File: src/rtl/multi_blink_pkg.sv
// multi_blink_pkg
// Shared types and constants for the multi-channel LED blinker.
//   blink_mode_t : per-channel mode encoding (matches CTRL[17:16])
//   ADDR_*       : fixed register addresses above the CTRL window
//   *_LSB/_MSB   : field positions inside CTRL and GLOBAL
package multi_blink_pkg;

    typedef enum logic [1:0] {
        MODE_OFF   = 2'd0,
        MODE_ON    = 2'd1,
        MODE_BLINK = 2'd2,
        MODE_PULSE = 2'd3
    } blink_mode_t;

    localparam logic [4:0] ADDR_GLOBAL = 5'd16;
    localparam logic [4:0] ADDR_STATUS = 5'd17;

    localparam int RATE_LSB = 0;
    localparam int RATE_MSB = 15;
    localparam int MODE_LSB = 16;
    localparam int MODE_MSB = 17;

    localparam int GLB_ENABLE_BIT = 0;
    localparam int GLB_SYNC_BIT   = 1;

endpackage

File: src/rtl/blink_channel.sv
// blink_channel
// One LED channel: mode/rate register, millisecond counter, LED flop and
// pulse auto-clear.
//   clk, reset : clock and synchronous active-high reset
//   ms_tick    : one-cycle millisecond strobe from the shared prescaler
//   sync       : realign counters (BLINK restarts low, PULSE restarts high)
//   wr_en      : CTRL write for this channel, with wr_mode / wr_rate
//   led        : registered LED drive
//   mode, rate : current register contents for readback
//
// mode       | meaning
// MODE_OFF   | LED held 0
// MODE_ON    | LED held 1
// MODE_BLINK | LED toggles every rate ms; rate 0 holds LED and counter at 0
// MODE_PULSE | LED high for rate ms, then LED 0 and mode returns to OFF
module blink_channel
    import multi_blink_pkg::*;
(
    input  logic        clk,
    input  logic        reset,
    input  logic        ms_tick,
    input  logic        sync,
    input  logic        wr_en,
    input  blink_mode_t wr_mode,
    input  logic [15:0] wr_rate,
    output logic        led,
    output blink_mode_t mode,
    output logic [15:0] rate
);

    logic [15:0] ms_cnt;
    logic        at_end;

    // Only meaningful when rate != 0; rate 0 is handled on its own paths.
    assign at_end = (ms_cnt == (rate - 16'd1));

    // Priority: write > zero-length pulse clear > sync > tick.
    always_ff @(posedge clk) begin
        if (reset) begin
            mode   <= MODE_OFF;
            rate   <= '0;
            ms_cnt <= '0;
            led    <= 1'b0;
        end else if (wr_en) begin
            mode   <= wr_mode;
            rate   <= wr_rate;
            ms_cnt <= '0;
            led    <= (wr_mode == MODE_ON) ||
                      ((wr_mode == MODE_PULSE) && (wr_rate != 16'd0));
        end else if ((mode == MODE_PULSE) && (rate == 16'd0)) begin
            // A zero-length pulse retires immediately, tick or not.
            mode   <= MODE_OFF;
            led    <= 1'b0;
            ms_cnt <= '0;
        end else if (sync) begin
            ms_cnt <= '0;
            if (mode == MODE_BLINK) begin
                led <= 1'b0;
            end else if (mode == MODE_PULSE) begin
                led <= 1'b1;
            end
        end else if (ms_tick) begin
            case (mode)
                MODE_BLINK: begin
                    if (rate == 16'd0) begin
                        led    <= 1'b0;
                        ms_cnt <= '0;
                    end else if (at_end) begin
                        ms_cnt <= '0;
                        led    <= ~led;
                    end else begin
                        ms_cnt <= ms_cnt + 16'd1;
                    end
                end
                MODE_PULSE: begin
                    if (at_end) begin
                        ms_cnt <= '0;
                        led    <= 1'b0;
                        mode   <= MODE_OFF;
                    end else begin
                        ms_cnt <= ms_cnt + 16'd1;
                    end
                end
                default: begin
                end
            endcase
        end
    end

endmodule

File: src/rtl/multi_blink_core.sv
// multi_blink_core
// N-channel LED blinker on the slot bus, with a shared millisecond prescaler.
//   clk, reset         : clock and synchronous active-high reset
//   cs, read, write    : slot strobes; a write happens on cs && write
//   addr, wr_data      : register address and write data
//   rd_data            : combinational readback of the register at addr
//   led_out            : registered LED outputs, one per channel
// Registers: 0..N-1 CTRL (mode[17:16], rate_ms[15:0]), 16 GLOBAL
// (bit0 enable, bit1 sync pulse), 17 STATUS (led_out).
module multi_blink_core
    import multi_blink_pkg::*;
#(
    parameter int N           = 8,
    parameter int CLK_FREQ_HZ = 100_000_000
) (
    input  logic         clk,
    input  logic         reset,
    input  logic         cs,
    input  logic         read,
    input  logic         write,
    input  logic [4:0]   addr,
    input  logic [31:0]  wr_data,
    output logic [31:0]  rd_data,
    output logic [N-1:0] led_out
);

    localparam int TICK_DIV = CLK_FREQ_HZ / 1000;
    localparam int PRE_W    = (TICK_DIV > 1) ? $clog2(TICK_DIV) : 1;
    localparam logic [PRE_W-1:0] PRE_LAST = PRE_W'(TICK_DIV - 1);

    logic             bus_wr;
    logic             global_wr;
    logic             sync;
    logic             enable;
    logic             ms_tick;
    logic [PRE_W-1:0] pre_cnt;
    logic [N-1:0]     ctrl_wr;
    blink_mode_t      ch_mode [N];
    logic [15:0]      ch_rate [N];

    // Reads are side-effect free and CTRL/GLOBAL only use the low bits.
    logic unused_bus;
    assign unused_bus = ^{read, wr_data[31:18]};

    assign bus_wr    = cs && write;
    assign global_wr = bus_wr && (addr == ADDR_GLOBAL);
    assign sync      = global_wr && wr_data[GLB_SYNC_BIT];
    assign ms_tick   = enable && (pre_cnt == PRE_LAST);

    always_comb begin
        ctrl_wr = '0;
        for (int i = 0; i < N; i++) begin
            ctrl_wr[i] = bus_wr && (addr == 5'(i));
        end
    end

    always_ff @(posedge clk) begin
        if (reset) begin
            enable  <= 1'b1;
            pre_cnt <= '0;
        end else begin
            if (global_wr) begin
                enable <= wr_data[GLB_ENABLE_BIT];
            end
            if (sync) begin
                pre_cnt <= '0;
            end else if (enable) begin
                pre_cnt <= (pre_cnt == PRE_LAST) ? '0 : pre_cnt + PRE_W'(1);
            end
        end
    end

    for (genvar i = 0; i < N; i++) begin : g_ch
        blink_channel u_ch (
            .clk     (clk),
            .reset   (reset),
            .ms_tick (ms_tick),
            .sync    (sync),
            .wr_en   (ctrl_wr[i]),
            .wr_mode (blink_mode_t'(wr_data[MODE_MSB:MODE_LSB])),
            .wr_rate (wr_data[RATE_MSB:RATE_LSB]),
            .led     (led_out[i]),
            .mode    (ch_mode[i]),
            .rate    (ch_rate[i])
        );
    end

    always_comb begin
        rd_data = '0;
        for (int i = 0; i < N; i++) begin
            if (addr == 5'(i)) begin
                rd_data = {14'd0, ch_mode[i], ch_rate[i]};
            end
        end
        if (addr == ADDR_GLOBAL) begin
            rd_data = {31'd0, enable};
        end
        if (addr == ADDR_STATUS) begin
            rd_data = 32'(led_out);
        end
    end

endmodule

File: config.mk
export PLATFORM = sky130hd
export DESIGN_NAME = multi_blink_core
export DESIGN_NICKNAME = d
export VERILOG_FILES = /design/src/rtl/multi_blink_pkg.sv /design/src/rtl/blink_channel.sv /design/src/rtl/multi_blink_core.sv
export SDC_FILE = /design/constraint.sdc
export NUM_CORES = 1
export LEC_CHECK = 0
export ABC_CLOCK_PERIOD_IN_PS = 3100
export CAP_MARGIN = 20
export CORE_ASPECT_RATIO = 1.75
export CORE_UTILIZATION = 40
export DETAILED_ROUTE_END_ITERATION = 12
export MAX_ROUTING_LAYER = met4
export PLACE_DENSITY = 0.63
export SLEW_MARGIN = 20
export SYNTH_ARGS = -nofsm -noshare
export SYNTH_HDL_FRONTEND = slang
export SYNTH_SLANG_ARGS = --single-unit
File: constraint.sdc
create_clock -name clk -period 3.1 [get_ports clk]
set_input_delay 0.31 -clock clk [delete_from_list [all_inputs] [get_ports clk]]
set_output_delay 0.31 -clock clk [all_outputs]
set_load 0.02 [all_outputs]
* Word-level counts from Yosys, hierarchy flattened *
Cells that the tools add are included.

cells by class
  bitwise logic cells = 8
  mux-type cells = 163
  equality and inequality tests = 62
  add/subtract/negate cells = 17
  reductions and logical operators = 112

operators by type and width
  operator               count
  $mux 32                9
  $mux 16                16
  $pmux 16 s2            8
  $add 16x1->16 const B  8
  $eq 16x16->1           8
  $logic_not 16->1       8
  $sub 16x1->16 const B  8
  $mux 2                 48
  $mux 1                 72
  $reduce_bool 3->1      24
  $reduce_and 4->1       15
  $reduce_bool 4->1      15
  $ne 6x3->1 const B     7
  $ne 5x2->1 const B     7
  $eq 2x2->1 const B     17
  $reduce_or 4->1        8
  $logic_and 1x1->1      21
  $ne 3x1->1 const B     7
  $eq 5x3->1 const B     4
  $mux 18                1
  $add 17x1->17 const B  1
  $eq 17x17->1 const B   1
  $mux 17                1
  $pmux 1 s2             8
  other kinds (16)       40

storage, ports and cells
  bits in registers = 298
  input bits = 42
  logic and storage cells = 396
  output and inout bits = 40

* Longest topological paths before layout *
Gate-level depths: netlist of the first run.

  depth in word-level cells = 11
  gate-level depth with buffers = 13

* Cells and area by module *
Synthesis of the first run repeated with hierarchy kept, for this count alone.

second synthesis, totals
  cell total of the unflattened synthesis = 2,698
  area total of the unflattened synthesis = 21,267.9 µm²

modules (own cells, without submodules)
  module            instances  area an instance (µm²)  cells an instance  sequential area each (µm²)
  blink_channel     8          2,338.5                 291                700.7
  multi_blink_core  1          2,560.0                 370                360.3

* Worst setup path before layout of the first run *
Ideal clock, no wire load.

  kind = register to register
  start point = reg g_ch[6].u_ch.rate[0]
  end point = reg g_ch[6].u_ch.ms_cnt[6]
  stages on the path, launching flop included = 14
  slack = -0.132 ns
  data arrival time = 3.117 ns
  period minus slack after synthesis = 3.232 ns
  buffers on the path = 2
  data required time = 2.985 ns
  path through = dfxtp_1 inv_1 ha_1 buf_4 nor3b_2 xnor2_1 or4_1 or4_1 or4_1 o21bai_2 a21oi_2 o211ai_4 buf_8 nor2_2

on the way
  longest elaborated chain between the ends = 5
  elaborated cells between the ends (all ways) = 8
  those cells by class = 1 x add/sub; 1 x eq/ne; 3 x mux; 3 x reduce/logical

RTL lines
  what                    line                                      RTL
  start, declared         blink_channel.sv:28                       output logic [15:0] rate
  start signal, assigned  blink_channel.sv:46                       rate <= wr_rate;
  $sub 16x1->16           blink_channel.sv:35                       assign at_end = (ms_cnt == (rate - 16'd1));
  $eq 16x16->1            blink_channel.sv:35
  $mux 16                 blink_channel.sv:68, blink_channel.sv:76
  $mux 16                 blink_channel.sv:65                       if (rate == 16'd0) begin
  $pmux 16 s2             blink_channel.sv:63                       case (mode)
  end signal, assigned    blink_channel.sv:72                       ms_cnt <= ms_cnt + 16'd1;
  end signal, assigned    blink_channel.sv:81                       ms_cnt <= ms_cnt + 16'd1;
  end, declared           blink_channel.sv:31                       logic [15:0] ms_cnt;

Several ways; a longest one is shown, not always the timed one.
A chain may end at the register's enable or synchronous reset.

* Worst setup path in the final report of the first run *
  start point = reg g_ch[6].u_ch.rate[2]
  end point = reg g_ch[6].u_ch.ms_cnt[10]

The elaborated chain is that of the path after synthesis.

==> flow_summary.toml, run 1 <==
[yosys]
synth_area_um2 = 18500
ys_warn_count = 0
ys_seq_area_frac = 0.322
synthArstFlopShare = 0
postSynthCellCount = 2469
ys_seq_elements = 298
synth_flop_cell = "dfxtp_1"
syn_area_per_cell_um2 = 7.51
synth.lib_cells_used.distinct = 101
synth_edf_count = 0

[route]
dr_total_vias = 18800
drt_iter0_drc = 1573
drt-wirelength-per-cell_um = 21.6
firstDrtPassIters = 8
via_per_inst = 5.79
routed_wirelength_um = 70300
drc_errors = 0
drt.antenna.violating_nets = 0

[run_status]
violations = "negative setup slack"
status = "finished, violations left"

[pwr]
p_leak_nw = 8.46
pwr-share-seq = 0.462
ir_worst_vdd_mv = 0.389
p_sw_frac = 0.250
power.share.clock = 0.458
intPower_mw = 6.27
power_switching_mw = 2.09
power_density_nw_per_um2 = 373
comb_power_share = 0.081

[timing]
final-max-slew-violation-count = 0
post-route-period-util = 1.02
finalHoldViolCount = 0
min_period_ns = 3.16
slew_headroom = 0.507
fmax_mhz = 317
fin_tns_setup_ns = -0.679
tightest_slew_ns = 0.739
setup_viol = 16
rsz0062_at_grt = "yes"
setup_slack_ns = -0.0580
clock_skew_ns = 0.0202

[placement]
dpl_cell_area_um2 = 21200
dp.final_hpwl_um = 53900
place_congestion = 1.03
io_buffers = 52
dpl.cell_count = 3194

[critical_path]
crit_fanout = 8
critPathLaunchType = "register"
r2r-start = "g_ch[6].u_ch.rate[2]"
crit_family = "compound AO/OA/AOI/OAI gates"
cp_num_buf_inv = 2
max_stage_delay_ns = 0.54
crit_path_end_kind = "register"
cp.required_ns = 3.57
crit_arrival_ns = 3.63
path_class = "register to register"
crit_chain = "nor4_4 -> buf_4 -> nand3_2 -> a2111o_1 -> a221o_4 -> or4_4 -> o21bai_4 -> a21oi_4 -> o211ai_4 -> clkbuf_16 -> nor2_2"
critPathSlowestCell = "or4_4"
crit_start = "g_ch[6].u_ch.rate[2]"

[finish]
final-instance-count-excl-fill = 3256
drive_gt1_frac = 0.161
nets = 2710
fillers = 4548
final_area_um2 = 22400
layout_common_cells = "nand2_1, dfxtp_1, buf_4"
final_common_cell = "nand2_1"
syn2layout_area_growth_pct = 20.9

[hold_path]
hp-class = "input pin to register"
hold_start = "reset"

[floorplanning]
num_io_pins = 82
dieArea_um2 = 47300
core_um2 = 45900
die_x_um = 165
dieHeight_um = 287
start_util = 0.404
rows = 104

[cts]
cts_root_buf = "clkbuf_16"
path_clk_slew_ns = 0.07
cts_buffers = 30
cts_sinks = 298
cts_tree = "built"
clk_latency_ns = 0.60
clockBufferDepth = 3
htreeDepth = 1

[global_route]
grt_max_degree = 43
gr-total-overflow = 0
track_usage = 0.302
grt_pass1_wl_um = 105000
grt_pass1_vias = 18300
grt_antenna_before_repair = 1

[job]
drv_cap = 0
==> power groups by stage <==
| stage | Sequential [mW] | Combinational [mW] | Clock (mW) |
|---|---|---|---|
| 2_1_floorplan | 3.94 | 0.343 | 0 |
| 3_3_place_gp | 3.94 | 0.643 | 0 |
| 3_5_place_dp | 3.94 | 0.648 | 0 |
| 4_1_cts | 3.86 | 0.646 | 3.88 |
| 5_1_grt | 3.86 | 0.704 | 4.01 |
| 6_report | 3.86 | 0.674 | 3.82 |
==> cells by family (layout without fill, tap and decap cells) <==
family,Yosys count,in the layout,synth area share
AOI/OAI and AO/OA,459,459,0.158
xor gates and xnor gates,282,282,0.134
adders and majority gates,17,17,0.0115
buffers and inverters,232,422,0.0554
DFF,298,298,0.322
muxes,43,43,0.0235
other,1,15,0.000202
and+or+nand+nor,1137,1137,0.295
==> sequential cells by signal, summed over array words and instances (netlist names) <==
register          cells
enable                1
g_ch.u_ch.rate      128
g_ch.u_ch.led         8
g_ch.u_ch.mode       16
g_ch.u_ch.ms_cnt    128
pre_cnt              17
==> final timing paths <==
path | to | slack (ns) | cells past startpoint
worst max-delay path | g_ch[6].u_ch.ms_cnt[10] | -0.06 | 11
worst min-delay path | g_ch[3].u_ch.mode[1] | 0.18 | 2
worst max register to register | g_ch[6].u_ch.ms_cnt[10] | -0.06 | 11
worst min register to register | pre_cnt[1] | 0.49 | 2
==> stage by stage <==
step / util / hold slack (ns) / setup WS [ns] / power (mW)
2_1_floorplan: - / 0.443 / -0.0328 / 4.28
3_3_place_gp: 0.462 / 0.474 / -0.337 / 4.59
3_5_place_dp: 0.462 / 0.483 / -0.351 / 4.59
4_1_cts: 0.484 / 0.162 / -0.0432 / 8.39
5_1_grt: 0.488 / 0.204 / -0.158 / 8.57
6_report: 0.488 / 0.184 / -0.0580 / 8.36
==> final cells by class <==
cell class / count / area (µm²) / share of cell area
antenna: 1 / 2.50 / 0.000112
sequential: 298 / 5970 / 0.266
multi-input combinational: 1952 / 11800 / 0.528
timing repair buffer: 320 / 2680 / 0.119
tap: 583 / 729 / 0.0325
inverter: 49 / 185 / 0.00826
clock inverter: 6 / 62.6 / 0.00279
clock buffer: 47 / 956 / 0.0426
==> routing by layer <==
layer,share of wire,GRT usage,wire [µm],vias up
met5,0,-,0,-
met4,0.078,0.209,5460,0
met3,0.055,0.0349,3880,261
met2,0.50,0.524,35300,729
met1,0.36,0.315,25700,8910
li1,-,-,-,8940
==> cells in the mapped netlist (all sizes together) (25+ instances only) <==
cell	count	area share
clkbuf	142	0.029
o21ai	75	0.020
xnor2	149	0.070
xor2	132	0.062
nor3	98	0.027
nand4	39	0.013
nor4	51	0.022
a21oi	202	0.055
mux2i	38	0.021
dfxtp	298	0.32
nor2	259	0.054
inv	48	0.0097
and3	41	0.014
a211oi	25	0.010
nand2	433	0.088
nand3	81	0.022
buf	40	0.015
==> what timing repair did <==
action | 4_1_cts | 5_1_grt
hold buffers | 0 | 0
gates resized for setup | 29 | 63
setup endpoints to repair | 36 | 104
pin swaps | 3 | 16
buffers inserted | 2 | 5
hold endpoints to repair | 0 | 0
cloned | 0 | 1
No activity file was read; power rests on OpenSTA's default activity.
==> inputs of run 2 (changes only) <==
--- a/config.mk
+++ b/config.mk
@@ -8,10 +8,12 @@
 export ABC_CLOCK_PERIOD_IN_PS = 3100
 export CAP_MARGIN = 20
 export CORE_ASPECT_RATIO = 1.75
+export CORE_MARGIN = 4
 export CORE_UTILIZATION = 40
 export DETAILED_ROUTE_END_ITERATION = 12
 export MAX_ROUTING_LAYER = met4
 export PLACE_DENSITY = 0.63
+export SKIP_LAST_GASP = 1
 export SLEW_MARGIN = 20
 export SYNTH_ARGS = -nofsm -noshare
 export SYNTH_HDL_FRONTEND = slang
==> run 2 against run 1 <==
Effect of this change: the flow now finishes without violations; cell area hardly changed; count of clock-buffer cells in the layout is 1 lower; final cell count is 0.49% lower; clock power is 7.3% higher.
==> flow_summary.toml, run 2 (same netlist as run 1, synthesis figures left out) <==
[cts]
cts_tree = "built"
cts_hold_buf = 0
clockBufferDepth = 3
cts_buffers = 34
cts_root_buf = "clkbuf_16"
path_clk_slew_ns = 0.06
clk_latency_ns = 0.54
cts_sinks = 298
htreeDepth = 2

[floorplanning]
dieArea_um2 = 50000
die_x_um = 171
dieHeight_um = 293
num_io_pins = 82
rows = 104
start_util = 0.404
core_um2 = 45900

[finish]
fillers = 4484
diodes = 0
final_common_cell = "nand2_1"
syn2layout_area_growth_pct = 20.8
drive_gt1_frac = 0.158
top_regs = "g_ch.u_ch.ms_cnt: 128 flops, g_ch.u_ch.rate: 128 flops, pre_cnt: 17 flops"
final-instance-count-excl-fill = 3240
layout_common_cells = "nand2_1, dfxtp_1, nor2_1"
nets = 2695

[critical_path]
reg2reg_depth = 11
rrSetupSlack_ns = 0.03
r2r-start = "g_ch[6].u_ch.rate[2]"
cp.required_ns = 3.51
crit_arrival_ns = 3.48
path_class = "register to register"
critPathLaunchType = "register"
crit_path_end_kind = "register"
r2r_end = "g_ch[6].u_ch.led"
crit_fanout = 4

[timing]
slew_headroom = 0.378
tightest_slew_ns = 0.930
hold_ws_ns = 0.307
min_period_ns = 3.07
setup_slack_ns = 0.0265
fmax_mhz = 325
fin_tns_setup_ns = 0
post-route-period-util = 0.991
finalHoldViolCount = 0
final-max-slew-violation-count = 0
rsz0062_at_grt = "yes"
clock_skew_ns = 0.0163
setup_viol = 0

[run_status]
status = "finished clean"

[global_route]
grt_antenna_before_repair = 1
grt_pass1_wl_um = 102000
track_usage = 0.266
gr-total-overflow = 0
grt_pass1_vias = 18400
grt_max_degree = 69

[route]
routed_wirelength_um = 66900
drc_errors = 0
firstDrtPassIters = 6
dr_total_vias = 18800
drt-wirelength-per-cell_um = 20.6
drt.antenna.violating_nets = 0
drt_iter0_drc = 1559
via_per_inst = 5.81

[pwr]
p_leak_nw = 8.41
power_density_nw_per_um2 = 385
ir_worst_vdd_mv = 0.383

[placement]
place_congestion = 1.02
dp.final_hpwl_um = 51000
dpl.cell_count = 3170
dp_slack_ns = -0.340
io_buffers = 52

[hold_path]
hp-class = "input pin to register"
hold_start = "reset"
hold_end = "g_ch[3].u_ch.mode[1]"
hold_depth = 2

[job]
drv_cap = 0
[run 2: cell count changes in the layout (fill, tap and decap cells not counted), sizes merged]
| cell | previous run | this run |
|---|---|---|
| buf | 269 | 251 |
| bufinv | 1 | 3 |
| clkbuf | 56 | 52 |
| clkdlybuf4s15 | 3 | 2 |
| clkinv | 6 | 5 |
| clkinvlp | 0 | 2 |
| diode | 1 | 0 |
| dlygate4sd1 | 0 | 1 |
| dlygate4sd2 | 7 | 9 |
| inv | 48 | 50 |
[run 2: routing by layer]
layer | up-vias | GRT usage | share of wire
met5 | - | - | 0
met4 | 0 | 0.168 | 0.077
met3 | 248 | 0.0278 | 0.055
met2 | 654 | 0.472 | 0.51
met1 | 8990 | 0.277 | 0.36
li1 | 8930 | - | -
[run 2: area by class of cell]
| type | count | area (µm²) | share of cell area |
|---|---|---|---|
| clock buffers | 46 | 957 | 0.0427 |
| clock inverters | 11 | 143 | 0.00637 |
| inverters | 49 | 184 | 0.00821 |
| multi-input cells | 1952 | 11900 | 0.530 |
| flip-flops and latches | 298 | 5980 | 0.267 |
| well taps | 583 | 729 | 0.0326 |
| repair buffers | 301 | 2540 | 0.114 |
[run 2: worst max-delay path by stage]
stage / from / endpoint / slack (ns)
6_report: g_ch[6].u_ch.rate[2] / g_ch[6].u_ch.led / 0.03
5_1_grt: g_ch[6].u_ch.rate[2] / g_ch[6].u_ch.led / -0.08
4_1_cts: g_ch[6].u_ch.rate[1] / g_ch[6].u_ch.ms_cnt[1] / -0.06
3_5_place_dp: addr[0] / rd_data[14] / -0.34
3_3_place_gp: addr[0] / rd_data[14] / -0.28
2_1_floorplan: g_ch[6].u_ch.rate[0] / g_ch[6].u_ch.ms_cnt[6] / -0.03
[run 2: per-stage QoR]
step,area (µm²),power (mW),utilization
6_report,22400,8.62,0.488
5_1_grt,22400,8.87,0.488
4_1_cts,22300,8.68,0.485
3_5_place_dp,21000,4.59,0.458
3_3_place_gp,21000,4.58,0.458
2_1_floorplan,18600,4.28,-
[run 2: timing repair]
item | CTS | global route
setup buffers | 7 | 7
hold endpoints to repair | 0 | 0
cloned | 1 | 0
setup endpoints to repair | 54 | 74
pin swaps | 17 | 15
resized for setup | 33 | 62
[run 2: power breakdown]
| part | switching, mW | leakage (nW) | internal [mW] |
|---|---|---|---|
| Sequential | 0.0181 | 2.41 | 3.84 |
| Clock | 1.69 | 0.535 | 2.42 |
| Combinational | 0.418 | 5.47 | 0.247 |
| Total | 2.12 | 8.41 | 6.50 |
[run 2: worst max-delay path, stage by stage (launching register included)]
cell      delay (ns)
dfxtp_1         0.38
nor4_4          0.05
buf_4           0.15
buf_4           0.14
a21o_1          0.17
a2111o_1        0.46
a221o_4         0.37
or4_4           0.56
or2_1           0.27
o22ai_2         0.13
o221a_2         0.21
o41ai_2         0.07
